$ cat config.mk
export PLATFORM = sky130hd
export DESIGN_NAME = ctrl_input_conditioner
export DESIGN_NICKNAME = d
export VERILOG_FILES = /design/src/rtl/ctrl_input_conditioner.sv
export SDC_FILE = /design/constraint.sdc
export NUM_CORES = 1
export LEC_CHECK = 0
export ABC_AREA = 1
export ABC_CLOCK_PERIOD_IN_PS = 1450
export CAP_MARGIN = 0
export CORE_ASPECT_RATIO = 0.8
export CORE_MARGIN = 1
export CORE_UTILIZATION = 51
export CTS_CLUSTER_DIAMETER = 80
export DETAILED_ROUTE_END_ITERATION = 7
export GPL_TIMING_DRIVEN = 0
export HOLD_SLACK_MARGIN = 0.1
export PLACE_DENSITY = 0.73
export SYNTH_ARGS = -nofsm -noshare
export SYNTH_HDL_FRONTEND = slang
export SYNTH_SLANG_ARGS = --single-unit
$ cat constraint.sdc
create_clock -name clk -period 1.45 [get_ports clk]
set_input_delay 0.2175 -clock clk [delete_from_list [all_inputs] [get_ports clk]]
set_output_delay 0.2175 -clock clk [all_outputs]
set_load 0.05 [all_outputs]
$ cat src/rtl/ctrl_input_conditioner.sv
// ctrl_input_conditioner: board-pin front end for the 8-bit shift stage.
// Synchronises and debounces three active-low keys and an 8-bit switch bank,
// then drives clean pause/dir toggles, the load level, the parallel word and
// one-cycle press strobes. Every output comes straight from a flop.

module ctrl_input_conditioner #(
  parameter int DEBOUNCE_CYCLES = 16
) (
  input  logic       clk,
  input  logic       reset,
  input  logic [2:0] key_raw,
  input  logic [7:0] sw_raw,
  output logic       pause,
  output logic       dir,
  output logic       load,
  output logic [7:0] parallel_out,
  output logic [2:0] press_pulse
);

  localparam int CW_RAW = $clog2(DEBOUNCE_CYCLES);
  localparam int CW = (CW_RAW < 1) ? 1 : CW_RAW;
  localparam logic [CW-1:0] CNT_MAX = CW'(DEBOUNCE_CYCLES - 1);
  localparam logic [CW-1:0] CNT_ONE = CW'(1);

  // Synchroniser stages; keys idle high (released), switches idle low.
  logic [2:0]         keyMeta_q, keySync_q;
  logic [7:0]         swMeta_q, swSync_q;

  // Key debounce state.
  logic [2:0]         keyStable_q, keyStable_d;
  logic [2:0][CW-1:0] keyCnt_q, keyCnt_d;
  logic [2:0]         keyPress;

  // Switch-word debounce state.
  logic [7:0]         swPrev_q;
  logic [7:0]         swStable_q, swStable_d;
  logic [CW-1:0]      swCnt_q, swCnt_d;

  // Registered outputs.
  logic               pause_q, pause_d;
  logic               dir_q, dir_d;
  logic [2:0]         pulse_q;

  // Two-flop synchronisers for every raw board input.
  always_ff @(posedge clk or negedge reset) begin
    if (!reset) begin
      keyMeta_q <= 3'b111;
      keySync_q <= 3'b111;
      swMeta_q  <= 8'h00;
      swSync_q  <= 8'h00;
    end else begin
      keyMeta_q <= key_raw;
      keySync_q <= keyMeta_q;
      swMeta_q  <= sw_raw;
      swSync_q  <= swMeta_q;
    end
  end

  // Per-key debounce: count cycles the synchronised level disagrees with the
  // stable level and accept it once the disagreement has lasted long enough.
  always_comb begin
    keyStable_d = keyStable_q;
    keyCnt_d    = keyCnt_q;
    keyPress    = 3'b000;
    for (int i = 0; i < 3; i++) begin
      if (keySync_q[i] == keyStable_q[i]) begin
        keyCnt_d[i] = '0;
      end else if (keyCnt_q[i] == CNT_MAX) begin
        keyStable_d[i] = keySync_q[i];
        keyCnt_d[i]    = '0;
        keyPress[i]    = keyStable_q[i];
      end else begin
        keyCnt_d[i] = keyCnt_q[i] + CNT_ONE;
      end
    end
  end

  // Toggle outputs flip on the same edge a press is accepted.
  always_comb begin
    pause_d = pause_q ^ keyPress[0];
    dir_d   = dir_q ^ keyPress[1];
  end

  // Switch word debounce: the whole word must sit unchanged and differ from
  // the stable word for the full window, so a mid-count change restarts it.
  always_comb begin
    swStable_d = swStable_q;
    swCnt_d    = swCnt_q;
    if ((swSync_q != swPrev_q) || (swSync_q == swStable_q)) begin
      swCnt_d = '0;
    end else if (swCnt_q == CNT_MAX) begin
      swStable_d = swSync_q;
      swCnt_d    = '0;
    end else begin
      swCnt_d = swCnt_q + CNT_ONE;
    end
  end

  // State registers for debounce, toggles and press strobes.
  always_ff @(posedge clk or negedge reset) begin
    if (!reset) begin
      keyStable_q <= 3'b111;
      keyCnt_q    <= '0;
      swPrev_q    <= 8'h00;
      swStable_q  <= 8'h00;
      swCnt_q     <= '0;
      pause_q     <= 1'b0;
      dir_q       <= 1'b0;
      pulse_q     <= 3'b000;
    end else begin
      keyStable_q <= keyStable_d;
      keyCnt_q    <= keyCnt_d;
      swPrev_q    <= swSync_q;
      swStable_q  <= swStable_d;
      swCnt_q     <= swCnt_d;
      pause_q     <= pause_d;
      dir_q       <= dir_d;
      pulse_q     <= keyPress;
    end
  end

  assign pause        = pause_q;
  assign dir          = dir_q;
  assign load         = keyStable_q[2];
  assign parallel_out = swStable_q;
  assign press_pulse  = pulse_q;

endmodule

**After elaboration in Yosys (flattened, before gate mapping)**

Cells that the tools add are included.

- Register bits: 62
- Bits of input ports: 13

- Reductions and logical operators: 5
- Mux-type cells: 14
- Add/sub/neg operators: 4
- Eq/ne operators: 9
- Bitwise logic cells: 6

Operators with widths:

| kind | number |
|---|---|
| 2-to-1 mux 4 bit | 8 |
| adder 4 x 1 -> 4 bit, second input constant | 4 |
| == test 4 bit, second input constant | 4 |
| == test 8 bit | 1 |
| != test 8 bit | 1 |
| AND reduction 2 bit | 4 |
| 2-to-1 mux 1 bit | 6 |
| NOT 1 bit | 4 |
| == test 1 bit | 3 |
| bitwise XOR 1 bit | 2 |
| logical OR 1 bit | 1 |

**Depth between registers and ports, before layout**

- Depth in word-level cells: 4
- Depth in mapped cells: 9
- Mapped depth without buffers: 9

**Worst setup path after synthesis**

OpenSTA, ideal clock, no wires.

- Path kind: reg-to-reg
- Start point: register swStable_q[5] (netlist: parallel_out[5])
- End point: register swStable_q[2] (netlist: parallel_out[2])
- Buffers on the path: 0
- Slack: 0.020 ns
- Cell stages (with the launch flop): 10
- Arrival time: 1.311 ns
- Setup time: 0.120 ns
- Period minus slack after synthesis: 1.430 ns
- Data required time: 1.330 ns
- Cell sequence: dfrtp_1 inv_1 nand2_1 nand2_1 nand2_1 nor2_1 nand2_2 nand3_4 nand2_1 nand2_1

- Word-level cells in the longest chain between the ends: 4

RTL lines:

| what | line | RTL |
|---|---|---|
| from (decl) | 36 | `logic [7:0] swStable_q, swStable_d;` |
| from (signal assigned) | 114 | `swStable_q <= swStable_d;` |
| == test 8 bit | 89 | `if ((swSync_q != swPrev_q) \|\| (swSync_q == swStable_q)) begin` |
| logical OR 1 bit | 89 |  |
| NOT 1 bit (no source line) | -- |  |
| AND reduction 2 bit (no source line) | -- |  |

No other way between the ends.
A chain may end at the register's enable or synchronous reset.

**Worst setup path after layout**

- Start point: register swCnt_q[0]
- End point: register swStable_q[3] (netlist: parallel_out[3])

- Word-level cells in the longest chain between the ends: 2

RTL lines:

| what | line | RTL |
|---|---|---|
| from (decl) | 37 | `logic [CW-1:0] swCnt_q, swCnt_d;` |
| from (signal assigned) | 115 | `swCnt_q <= swCnt_d;` |
| == test 4 bit | 91 | `end else if (swCnt_q == CNT_MAX) begin` |
| AND reduction 2 bit (no source line) | -- |  |

No other way between the ends.

==> flow_metrics.env <==
export IMPL_outcome="finished clean"
export IMPL_synth_cells=234
export IMPL_wl_met2_microns=1850
export IMPL_finalSetupViolCount=0
export IMPL_crit_chain="ha_1, inv_1, nor2_1, clkbuf_4, nand4_1, nand2_2"
export IMPL_coreArea_sq_um=4360
export IMPL_clockBufferDepth=2
export IMPL_track_usage_pct=18.6
export IMPL_tightestPinTransition_ps=551
export IMPL_mappedNetlistNets=251
export IMPL_first_pass_iters=4
export IMPL_synth_largest_area_cell="dfrtp_1"
export IMPL_clkSinkCount=62
export IMPL_cp_depth=6
export IMPL_cp_max_fo=10
export IMPL_synth_seq_cells=62
export IMPL_ys_flop_type="dfrtp_1"
export IMPL_grt_pass1_vias=1553
export IMPL_postSynthAreaPerCell_sq_um=10.3
export IMPL_required_ps=1720
export IMPL_drive_gt1_share_pct=23.2
export IMPL_synth_edf_count=0
export IMPL_p_leak_nw=1.54
export IMPL_timing_worst_setup_path_type="reg2reg"
export IMPL_cts_tree="yes"
export IMPL_timing_rr_end="parallel_out[3]"
export IMPL_ys_top_cells_by_area="dfrtp_1 (55%), nand2_1 (11%), dfstp_2 (9.8%)"
export IMPL_dp_hpwl_microns=2660
export IMPL_routedWlPerCell_microns=11.3
export IMPL_io_pins=27
export IMPL_port_buffers=26
export IMPL_synthDistinctLibCells=21
export IMPL_finalMaxSlewViolations=0
export IMPL_die_area_sq_um=5020
export IMPL_fin_crit_ps=1380
export IMPL_grt_overflow=0
export IMPL_cts_buffers=9
export IMPL_max_stage_delay_ps=390
export IMPL_syn_area_sq_um=2410
export IMPL_seq_area_frac_synth_pct=64.7
export IMPL_regArea_sq_um=1570
export IMPL_yosysMostFrequentCell="nand2_1"
export IMPL_rows=21
export IMPL_cts_root_buf="clkbuf_8"
export IMPL_arrival_ps=1650
export IMPL_grt_max_degree=39
export IMPL_multiInputGateArea_sq_um=743
export IMPL_rr_worst_depth=6
export IMPL_synthArstFlopShare_pct=100
export IMPL_stdcell_count=342
export IMPL_die_h_microns=63.5
export IMPL_slew_headroom_pct=63.3
export IMPL_antenna_found_initial=0
export IMPL_path_clk_slew_ps=70
export IMPL_route_met3_wl_microns=180
export IMPL_die_w_microns=78.9
export IMPL_wirelength_microns=3860
export IMPL_peakVddDrop_v=0.000891
export IMPL_finalPower_w=0.00375
export IMPL_synth_common_cells="nand2_1 (70), dfrtp_1 (53), inv_1 (29)"
export IMPL_vias=1588
export IMPL_crit_buf_inv=2
export IMPL_maxUsedRoutingLayer="met4"
export IMPL_cp_start_kind="flop"
export IMPL_layout_nets=297
export IMPL_end_kind="flop"
export IMPL_worstHoldStart="key_raw[1]"
export IMPL_final_period_utilization_pct=95.2
export IMPL_vias_per_cell=4.64
export IMPL_critical_path_top_delay_family="simple AND/OR/NAND/NOR gates"
export IMPL_clkLatencyLatePin_ps=330
export IMPL_cts_htree_levels=3
export IMPL_start_util_pct=55.4
export IMPL_fin_worst_skew_ps=8.03
export IMPL_wl_met1_microns=1770
export IMPL_whs_endpoint="keyMeta_q[1]"
export IMPL_post_route_drc_count=0
export IMPL_diodes=0
export IMPL_r2r_slack_ps=70
export IMPL_cellPowerDensity_nw_per_um2=1220
export IMPL_syn2layout_area_growth_pct=27.0
export IMPL_dp_cells=318
export IMPL_hp_class="in2reg"
export IMPL_ys_warnings_count=0
export IMPL_hold_path_depth=1
export IMPL_clock_fmax_ghz=0.725
export IMPL_slowest_stage="dfrtp_1"
export IMPL_dr_first_iter_drc_count=56
export IMPL_r2r_start="swCnt_q[0]"
export IMPL_hold_violations=0
export IMPL_gp_congestion=0.729
export IMPL_grt_pass1_wl_microns=6820
export IMPL_fillers=334
export IMPL_max_cap_viol_count=0
export IMPL_ant_nets=0
export IMPL_synth_top_area_share_pct=54.9
export IMPL_rsz0062_at_grt="true"
[cell families after synthesis]
kind of cell,Yosys count,share of synthesized area [%]
and+or+nand+nor,116,21.6
AOI/OAI and AO/OA,4,0.984
adders and majority gates,4,2.07
xor gates and xnor gates,15,5.44
DFF,62,64.7
buffers and inverters,33,5.18
[cells in the final DEF (no fill, tap or decap), types with 4 or more instances in the layout]
| master | count |
|---|---|
| buf_4 | 6 |
| clkbuf_8 | 12 |
| clkdlybuf4s15_2 | 8 |
| clkdlybuf4s50_1 | 11 |
| dfrtp_1 | 50 |
| dfstp_2 | 9 |
| ha_1 | 4 |
| inv_1 | 29 |
| nand2_1 | 68 |
| nand2_2 | 6 |
| nand3_1 | 6 |
| nand4_1 | 8 |
| nor2_1 | 19 |
| nor2_2 | 4 |
| xnor2_1 | 8 |
| xor2_1 | 7 |
[where the power goes]
group | internal, W | switching (W)
sequential | 0.00180 | 0.0000443
combinational | 0.0000849 | 0.000101
clock | 0.00111 | 0.000611
total | 0.00299 | 0.000756
[per-stage QoR]
step / util, % / TNS [ps] / hold WS, ps / worst slack (ps) / cell area, sq um
finish: 70.3 / 0 / 282 / 70.2 / 3070
global route: 70.3 / -252 / 262 / -44.2 / 3070
CTS: 69.6 / 0 / 269 / 5.57 / 3040
floorplan: - / 0 / -78.1 / 19.9 / 2410
global placement: 63.0 / -101450 / 333 / -1730 / 2750
detailed placement: 63.3 / -130 / 238 / -115 / 2760
[worst reg2reg max path, delay by kind of cell (launching register included)]
family | cells | cell delay, ps
adders and majority gates | 1 | 160
buffers and inverters | 2 | 340
DFF | 1 | 390
and+or+nand+nor | 3 | 430
[worst max path at each step]
stage | startpoint | end
global route | swSync_q[7] | parallel_out[2]
global placement | reset | press_pulse[2]
finish | swCnt_q[0] | parallel_out[3]
CTS | pause | pause
detailed placement | keyStable_q[2] | load
floorplan | parallel_out[5] | parallel_out[2]
[routing by layer]
| metal | global-route usage (%) | vias up |
|---|---|---|
| met2 | 28.0 | 26 |
| li1 | - | 804 |
| met4 | 6.14 | 0 |
| met5 | 0 | - |
| met1 | 23.0 | 750 |
| met3 | 9.57 | 8 |
[repair_timing]
action,CTS,global route
hold endpoints to repair,22,0
buffers inserted,4,2
cloned,0,1
pin swaps,1,4
hold buffers,1,0
endpoints found under the setup margin,21,17
resized for setup,36,14
[state kept, by name, indices dropped and copies added (netlist names)]
| register | count |
|---|---|
| parallel_out | 8 |
| keyStable_q | 3 |
| keyMeta_q | 3 |
| dir | 1 |
| keyCnt_q | 12 |
| pause | 1 |
| press_pulse | 3 |
| swSync_q | 8 |
| keySync_q | 3 |
| swMeta_q | 8 |
| swPrev_q | 8 |
| swCnt_q | 4 |
[cell type report]
type                       instances  area share, %
sequential                        62           51.1
multi-input combinational        140           24.2
timing repair buffer              34           10.6
clock buffer                      13           5.51
inverter                          32           3.92
tap                               57           2.32
clock inverter                     3           2.12
buffer                             1          0.245
(Power assumes the default switching activity.)
